File: config.mk
export PLATFORM = sky130hd
export DESIGN_NAME = amm_arbiter_2x1
export DESIGN_NICKNAME = d
export VERILOG_FILES = /design/src/rtl/amm_arb_pkg.sv /design/src/rtl/amm_arb_id_fifo.sv /design/src/rtl/amm_arbiter_2x1.sv
export SDC_FILE = /design/constraint.sdc
export NUM_CORES = 1
export LEC_CHECK = 0
export ABC_CLOCK_PERIOD_IN_PS = 2900
export CAP_MARGIN = 20
export CORE_AREA = 5 5 118 120
export DETAILED_ROUTE_END_ITERATION = 8
export DIE_AREA = 0 0 123 125
export PLACE_DENSITY = 0.64
export SLEW_MARGIN = 25
export SYNTH_ARGS = -nofsm -noshare
export SYNTH_HDL_FRONTEND = slang
export SYNTH_HIERARCHICAL = 1
export SYNTH_SLANG_ARGS = --single-unit
File: constraint.sdc
create_clock -name clk_i -period 2.9 [get_ports clk_i]
set_input_delay 0.58 -clock clk_i [delete_from_list [all_inputs] [get_ports clk_i]]
set_output_delay 0.58 -clock clk_i [all_outputs]
set_load 0.02 [all_outputs]
File: src/rtl/amm_arb_pkg.sv
// Shared types and defaults for the two-master Avalon-MM arbiter.
// Imported by the arbiter top and its pending-ID FIFO.
package amm_arb_pkg;

    typedef enum logic {
        IDLE = 1'b0,
        BUSY = 1'b1
    } state_t;

    typedef logic master_id_t;

    localparam int unsigned ADDR_W_DEF   = 32;
    localparam int unsigned DATA_W_DEF   = 32;
    localparam int unsigned MAX_PEND_DEF = 4;

    // Round-robin pick: on contention the master not granted last wins.
    function automatic master_id_t rr_pick(
        input logic       elig0,
        input logic       elig1,
        input master_id_t last
    );
        master_id_t pick;
        if (elig0 && elig1) begin
            pick = ~last;
        end else if (elig1) begin
            pick = 1'b1;
        end else begin
            pick = 1'b0;
        end
        return pick;
    endfunction

endpackage

File: src/rtl/amm_arb_id_fifo.sv
// In-order FIFO of master IDs for outstanding reads.
// Push and pop may coincide; pointers wrap on a power-of-two depth.
module amm_arb_id_fifo
    import amm_arb_pkg::*;
#(
    parameter int unsigned W     = 1,
    parameter int unsigned DEPTH = MAX_PEND_DEF,
    localparam int unsigned PW   = $clog2(DEPTH),
    localparam int unsigned CW   = PW + 1
) (
    input  logic         clk_i,
    input  logic         rst_i,
    input  logic         push_i,
    input  logic [W-1:0] din_i,
    input  logic         pop_i,
    output logic [W-1:0] dout_o,
    output logic         full_o,
    output logic         empty_o
);

    logic [W-1:0]  mem_q [DEPTH];
    logic [W-1:0]  mem_d [DEPTH];
    logic [PW-1:0] wr_ptr_q, wr_ptr_d;
    logic [PW-1:0] rd_ptr_q, rd_ptr_d;
    logic [CW-1:0] count_q, count_d;
    logic          do_push;
    logic          do_pop;

    assign full_o  = (count_q == CW'(DEPTH));
    assign empty_o = (count_q == '0);
    assign dout_o  = mem_q[rd_ptr_q];

    // Next-state: a push while full is only honoured if a pop frees a slot.
    always_comb begin
        mem_d    = mem_q;
        wr_ptr_d = wr_ptr_q;
        rd_ptr_d = rd_ptr_q;
        count_d  = count_q;
        do_pop   = pop_i && !empty_o;
        do_push  = push_i && (!full_o || do_pop);
        if (do_push) begin
            mem_d[wr_ptr_q] = din_i;
            wr_ptr_d        = wr_ptr_q + 1'b1;
        end
        if (do_pop) begin
            rd_ptr_d = rd_ptr_q + 1'b1;
        end
        unique case ({do_push, do_pop})
            2'b10:   count_d = count_q + 1'b1;
            2'b01:   count_d = count_q - 1'b1;
            default: count_d = count_q;
        endcase
    end

    // Storage and pointer registers; reset empties the queue.
    always_ff @(posedge clk_i or negedge rst_i) begin
        if (!rst_i) begin
            for (int i = 0; i < DEPTH; i++) begin
                mem_q[i] <= '0;
            end
            wr_ptr_q <= '0;
            rd_ptr_q <= '0;
            count_q  <= '0;
        end else begin
            mem_q    <= mem_d;
            wr_ptr_q <= wr_ptr_d;
            rd_ptr_q <= rd_ptr_d;
            count_q  <= count_d;
        end
    end

endmodule

File: src/rtl/amm_arbiter_2x1.sv
// Two-master round-robin arbiter onto one pipelined Avalon-MM slave.
// Read responses are routed back in order through a pending-ID FIFO.
module amm_arbiter_2x1
    import amm_arb_pkg::*;
#(
    parameter int unsigned ADDR_W   = ADDR_W_DEF,
    parameter int unsigned DATA_W   = DATA_W_DEF,
    parameter int unsigned MAX_PEND = MAX_PEND_DEF
) (
    input  logic                clk_i,
    input  logic                rst_i,

    input  logic [ADDR_W-1:0]   m0_address,
    input  logic [DATA_W/8-1:0] m0_byteenable,
    input  logic                m0_read,
    input  logic                m0_write,
    input  logic [DATA_W-1:0]   m0_writedata,
    output logic                m0_waitrequest,
    output logic [DATA_W-1:0]   m0_readdata,
    output logic                m0_readdatavalid,

    input  logic [ADDR_W-1:0]   m1_address,
    input  logic [DATA_W/8-1:0] m1_byteenable,
    input  logic                m1_read,
    input  logic                m1_write,
    input  logic [DATA_W-1:0]   m1_writedata,
    output logic                m1_waitrequest,
    output logic [DATA_W-1:0]   m1_readdata,
    output logic                m1_readdatavalid,

    output logic [ADDR_W-1:0]   s_address,
    output logic [DATA_W/8-1:0] s_byteenable,
    output logic [DATA_W-1:0]   s_writedata,
    output logic                s_read,
    output logic                s_write,
    input  logic                s_waitrequest,
    input  logic [DATA_W-1:0]   s_readdata,
    input  logic                s_readdatavalid
);

    state_t     state_q, state_d;
    master_id_t owner_q, owner_d;
    master_id_t last_q, last_d;
    logic       err_q, err_d;

    logic       elig0;
    logic       elig1;
    logic       own_rd;
    logic       own_wr;
    logic       accept;
    logic       push;
    logic       pop;
    logic       fifo_full;
    logic       fifo_empty;
    master_id_t head_id;

    assign elig0  = m0_write || (m0_read && !fifo_full);
    assign elig1  = m1_write || (m1_read && !fifo_full);
    assign own_rd = owner_q ? m1_read  : m0_read;
    assign own_wr = owner_q ? m1_write : m0_write;

    assign accept = (state_q == BUSY) && (s_read || s_write)
                    && !s_waitrequest;
    assign push   = accept && s_read;
    assign pop    = s_readdatavalid && !fifo_empty;

    assign m0_readdata      = s_readdata;
    assign m1_readdata      = s_readdata;
    assign m0_readdatavalid = pop && (head_id == 1'b0);
    assign m1_readdatavalid = pop && (head_id == 1'b1);

    // Next-state: grant in IDLE, release on acceptance or withdrawn strobes.
    always_comb begin
        state_d = state_q;
        owner_d = owner_q;
        last_d  = last_q;
        err_d   = err_q || (s_readdatavalid && fifo_empty);
        unique case (state_q)
            IDLE: begin
                if (elig0 || elig1) begin
                    owner_d = rr_pick(elig0, elig1, last_q);
                    state_d = BUSY;
                end
            end
            BUSY: begin
                if (accept) begin
                    last_d  = owner_q;
                    state_d = IDLE;
                end else if (!own_rd && !own_wr) begin
                    state_d = IDLE;
                end
            end
            default: state_d = IDLE;
        endcase
    end

    // Slave-side mux and master stalls; only the owner in BUSY sees the slave.
    always_comb begin
        s_address      = '0;
        s_byteenable   = '0;
        s_writedata    = '0;
        s_read         = 1'b0;
        s_write        = 1'b0;
        m0_waitrequest = 1'b1;
        m1_waitrequest = 1'b1;
        if (state_q == BUSY) begin
            s_read  = own_rd;
            s_write = own_wr;
            if (owner_q == 1'b0) begin
                s_address      = m0_address;
                s_byteenable   = m0_byteenable;
                s_writedata    = m0_writedata;
                m0_waitrequest = s_waitrequest;
            end else begin
                s_address      = m1_address;
                s_byteenable   = m1_byteenable;
                s_writedata    = m1_writedata;
                m1_waitrequest = s_waitrequest;
            end
        end
    end

    // Control registers; last grant resets to m1 so m0 wins first.
    always_ff @(posedge clk_i or negedge rst_i) begin
        if (!rst_i) begin
            state_q <= IDLE;
            owner_q <= 1'b0;
            last_q  <= 1'b1;
            err_q   <= 1'b0;
        end else begin
            state_q <= state_d;
            owner_q <= owner_d;
            last_q  <= last_d;
            err_q   <= err_d;
        end
    end

    amm_arb_id_fifo #(
        .W     (1),
        .DEPTH (MAX_PEND)
    ) u_fifo (
        .clk_i   (clk_i),
        .rst_i   (rst_i),
        .push_i  (push),
        .din_i   (owner_q),
        .pop_i   (pop),
        .dout_o  (head_id),
        .full_o  (fifo_full),
        .empty_o (fifo_empty)
    );

endmodule

# --- Word level (Yosys, flattened, before mapping) ---
# Cells that the tools add are included.
word_totals:
  ff_bits: 14
  output_inout_bits: 138
  wordCells: 79
classes:
  addsub: 4
  order_cmp: 3
  n_eq_ne: 3
  mux: 27
  bitwise_logic: 5
  n_reduce_logical: 27
op_table:
  columns: ["operator", "n"]
  rows:
  - ["$mux W32", 4]
  - ["$mux W1", 16]
  - ["$logic_and A1 B1 Y1", 13]
  - ["$mux W4", 2]
  - ["$ge A3 B3 Y1 const B", 2]
  - ["$not A2 Y3", 2]
  - ["$pmux W3 S2", 1]
  - ["$logic_not A1 Y1", 5]
  - ["$logic_or A1 B1 Y1", 5]
  - ["$add A2 B1 Y2 const B", 2]
  - ["$bwmux W4", 1]
  - ["$reduce_and A2 Y1", 2]
  - ["$add A3 B1 Y3 const B", 1]
  - ["$eq A3 B3 Y1 const B", 1]
  - ["$logic_not A3 Y1", 1]
  - ["$lt A3 B1 Y1 const B", 1]
  - ["$not A1 Y1", 3]
  - ["$sub A3 B1 Y3 const B", 1]
  - ["$bmux W1 S2", 1]
  - ["$demux W1 S2", 1]
  - ["$eq A2 B1 Y1 const B", 1]
  - ["$eq A2 B2 Y1 const B", 1]
  - ["$pmux W1 S2", 1]
  - ["$reduce_bool A2 Y1", 1]

# --- Depth between registers and ports, before layout ---
# Gate-level depths: netlist of the first run.
logic_depth:
  word_depth: 9
  depth_mapped: 10
  mapped_depth_nobuf: 10

# --- Modules after synthesis ---
# Netlist of the first run, hierarchy kept.
modules_own_cells:
  columns: ["mod", "instances", "cells_each", "area_each_um2", "seq_area_each_um2"]
  rows:
  - ["amm_arbiter_2x1", 1, 245, 1791.7, 76.3]
  - ["amm_arb_id_fifo", 1, 50, 618.1, 275.3]

# --- Worst setup path after synthesis of the first run ---
# No wires, ideal clock.
synth_path:
  path_type: "in2reg"
  start: "input s_readdatavalid"
  end: "register u_fifo.count_q[2]"
  setup_time_ns: 0.079
  arrival_time_ns: 2.194
  required_time_ns: 2.821
  slack_ns: 0.627
  path_stages: 9
  n_path_buf: 0
  path_cell_list: "nor2b_1 nor4b_4 nand2b_4 ha_1 inv_1 fa_1 xor2_1 nor2_1 xor2_1"
synth_via:
  elab_chain_len: 6
  elab_cells_between_ends: 8
  classes_between: "eq/ne: 2; mux: 1; reduce/logical: 5"
synth_lines:
  columns: ["item", "line", "text"]
  rows:
  - ["start, declared", "amm_arbiter_2x1.sv:38", "input logic s_readdatavalid"]
  - ["$logic_and A1 B1 Y1 *", "amm_arbiter_2x1.sv:65", "assign pop = s_readdatavalid && !fifo_empty;"]
  - ["$logic_and A1 B1 Y1 *", "amm_arb_id_fifo.sv:39", "do_pop = pop_i && !empty_o;"]
  - ["$logic_or A1 B1 Y1", "amm_arb_id_fifo.sv:40", "do_push = push_i && (!full_o || do_pop);"]
  - ["$logic_and A1 B1 Y1", "amm_arb_id_fifo.sv:40", null]
  - ["$eq A2 B1 Y1 or $eq A2 B2 Y1 (tied branches)", "amm_arb_id_fifo.sv:48", "unique case ({do_push, do_pop})"]
  - ["$pmux W3 S2 or $reduce_bool A2 Y1 (tied branches)", null, null]
  - ["end signal, assigned", "amm_arb_id_fifo.sv:68", "count_q <= count_d;"]
  - ["end, declared", "amm_arb_id_fifo.sv:25", "logic [CW-1:0] count_q, count_d;"]
# Every way passes the cells marked *; elsewhere a longest branch is shown, timed or not.
# A chain may end at the register's enable or synchronous reset.

# --- Worst setup path in the final report of the first run ---
layout_path:
  start: "input s_readdatavalid"
  end: "output m0_readdatavalid"
layout_via:
  elab_chain_len: 2
layout_lines:
  columns: ["item", "line", "text"]
  rows:
  - ["$logic_and A1 B1 Y1", "amm_arbiter_2x1.sv:65", null]
  - ["net pop", "amm_arbiter_2x1.sv:52", "logic pop;"]
  - ["$logic_and A1 B1 Y1", "amm_arbiter_2x1.sv:69", "assign m0_readdatavalid = pop && (head_id == 1'b0);"]
  - ["end, declared", "amm_arbiter_2x1.sv:20", "output logic m0_readdatavalid,"]
# The timed path passes the listed nets, and every way through them passes these cells.

==> results of run 1 <==
==> final cells by class <==
| type | count | area (um^2) | area share |
|---|---|---|---|
| Clock buffer | 4 | 88.8 | 0.0203 |
| Timing Repair Buffer | 223 | 2250 | 0.516 |
| Multi-Input combinational cell | 194 | 1420 | 0.324 |
| Inverter | 8 | 30.0 | 0.00688 |
| Sequential cell | 14 | 355 | 0.0814 |
| Tap cell | 176 | 220 | 0.0504 |
==> per-stage QoR <==
step	power (W)	worst slack (ps)	hold WS (ps)	area [um^2]	cells
detailed placement	0.00329	52.8	475	4280	615
CTS	0.00360	168	489	4370	619
floorplan	0.00225	627	284	2410	295
finish	0.00355	191	487	4370	619
global placement	0.00325	126	468	4280	615
global route	0.00378	81.6	523	4370	619
==> registers in the layout (all words and copies together), names as in the netlist <==
| name | cells |
|---|---|
| last_q | 1 |
| owner_q | 1 |
| state_q | 1 |
| u_fifo/count_q | 3 |
| u_fifo/mem_q | 4 |
| u_fifo/rd_ptr_q | 2 |
| u_fifo/wr_ptr_q | 2 |
==> synthesized netlist by cell type (2+ instances only) <==
library cell	instances	area share
ha_1	5	0.026
dfrtp_1	13	0.13
clkbuf_1	7	0.011
nor2_1	75	0.12
a21oi_1	3	0.0062
xor2_1	3	0.011
buf_6	2	0.0093
mux2_1	4	0.019
buf_4	65	0.20
mux2i_1	71	0.29
nand2b_1	2	0.0052
nor2b_1	3	0.0078
xnor2_1	3	0.011
inv_1	7	0.011
nor3_1	2	0.0042
buf_8	5	0.031
nand2_1	6	0.0093
==> worst max-delay path, stage by stage <==
cell	delay, ps
clkdlybuf4s50_1	440
nor2b_1	320
nor2b_1	180
clkdlybuf4s50_1	610
==> cell families (layout without fill, tap and decap cells) <==
logic type               after synthesis  in the layout
flip-flops                            14             14
adder cells (fa/ha/maj)                6              6
AND/OR/NAND/NOR                       95             95
XOR/XNOR                               6              6
buffers and inverters                 87            235
AO/OA/AOI/OAI                         10             10
multiplexers                          77             77
==> metal layers <==
layer,wire (um),global-route usage,vias up
met5,0,0,-
met2,4740,0.202,124
met3,910,0.0285,26
li1,-,-,1206
met1,3710,0.134,1157
met4,195,0.0280,0
==> where the power goes <==
group	total [W]	internal, W	leakage [nW]	switching, W
Sequential	0.000473	0.000307	0.163	0.000166
Clock	0.000287	0.000209	0.0442	0.0000786
Combinational	0.00279	0.00142	1.65	0.00136
Total	0.00355	0.00194	1.86	0.00161
==> worst max-delay path by stage <==
stage | slack (ps) | end | cells past startpoint | from
CTS | 170 | m0_readdatavalid | 4 | s_readdatavalid
floorplan | 630 | u_fifo/count_q[2] | 9 | s_readdatavalid
global placement | 130 | u_fifo/count_q[2] | 10 | s_readdatavalid
finish | 190 | m0_readdatavalid | 4 | s_readdatavalid
global route | 80 | m0_readdatavalid | 4 | s_readdatavalid
detailed placement | 50 | u_fifo/count_q[2] | 10 | s_readdatavalid
==> results_dict.tcl, run 1 <==
set metrics [dict create \
    hold_violations 0 \
    rsz0062_at_grt "no" \
    setup_tns_ps 0 \
    cts_tree "yes" \
    worstHoldStart "u_fifo/mem_q[1]" \
    hold_end "u_fifo/mem_q[1]" \
    powerDensity_nw_per_um2 813 \
    drcViolationCount 0 \
    synthMuxAreaShare 0.329 \
    grt_first_pass_wirelength_um 14300 \
    fin_util 0.339 \
    drive_gt1_frac 0.0406 \
    synth-xor-area-share 0.0218 \
    drt-pass1-iter-count 4 \
    period_minus_slack_ps 2710 \
    setup_viol_count_final 0 \
    syn_area_um2 2410 \
    htreeDepth 1 \
    critPathMaxFanout 4 \
    cts_hold_buffers 0 \
    grt_use_total 0.113 \
    cts-root-buf "clkbuf_16" \
    peakVddDrop_v 0.000360 \
    ant_nets 0 \
    hpwl_um 8020 \
    r2r_slack_ps 440 \
    slew_viol_final 0 \
    reg2reg_from "u_fifo/count_q[0]" \
    synth_top_family_by_area "multiplexers" \
    layout.nets 626 \
    netlist-cell-type-count 36 \
    min_period_over_period 0.934 \
    status "completed" \
    num-fill-cells 1313 \
    clkLatencyLatePin_ps 240 \
    final_common_cell "clkdlybuf4s50_1" \
    r2r_cells 10 \
    grt_pass1_vias 2641 \
    wl_per_cell_um 15.4 \
    num_rows 42 \
    synth-main-ff-cell "dfrtp_1" \
    grt_overflow_total 0 \
    drv_cap 0 \
    postCtsSetupBuffers 0 \
    syn_inst 295 \
    hold_path_depth 1 \
    synthesis.nets 477 \
    cp-end-kind "output port" \
    antenna_found_initial 0 \
    synth-seq-cells 14 \
    worst_pin_slew_ps 647 \
    yosys.area_share.simple 0.173 \
    initial_core_util 0.187 \
    core-area_um2 12900 \
    diodes 0 \
    die_h_um 125 \
    power.leakage_nw 1.86 \
    clockBufferDepth 2 \
    worstPathRequired_ps 2320 \
    gp_congestion 0.795 \
    num_vias 2513 \
    wl_um 9560 \
    r2r_end "u_fifo/count_q[2]" \
    max_freq_mhz 369 \
    drtIter0Drc 91 \
    syn_avg_cell_area_um2 8.17 \
    synthAdderAreaFrac 0.0343 \
    ys_async_sr_fraction 1.00 \
    ios 314 \
    layout_common_cells "217 x clkdlybuf4s50_1, 75 x nor2_1, 71 x mux2i_1, 12 x dfrtp_1, 7 x inv_1" \
    dieArea_um2 15400 \
    ys_warn_count 6 \
    grt_max_degree 74 \
    worstSetupStartpointType "input pin" \
    vias_per_cell 4.06 \
    clk_pin_slew_ps 50 \
    syn_to_final_growth_pct 81.2 \
    criticalPathCategory "in2out" \
    yosysSeqAreaShare 0.146 \
    cts_resized 0 \
    synth_compound_area_frac 0.0296 \
    portBuffers 217 \
    cts_buffers 3 \
    arrival_ps 2130 \
    finalClockSkew_ps 2.50 \
    synth_edf_count 0 \
    die-width_um 123 \
    clock_sinks 14 \
    min_path_type "reg2reg" \
    relSlewSlack 0.567 \
]
Note: power is estimated with default switching activity, not from simulation.
==> run 2: changes to the inputs <==
Settings changed: SETUP_SLACK_MARGIN set to 0.05, SLEW_MARGIN 25 to not set.
==> results of run 2 <==
Final layout, timing and power as in run 1 (identical DEF).
==> run 3: changes to the inputs <==
Settings changed: ABC_CLOCK_PERIOD_IN_PS 2900 to not set.
==> results of run 3 <==
Final layout, timing and power as in run 1 (identical DEF).
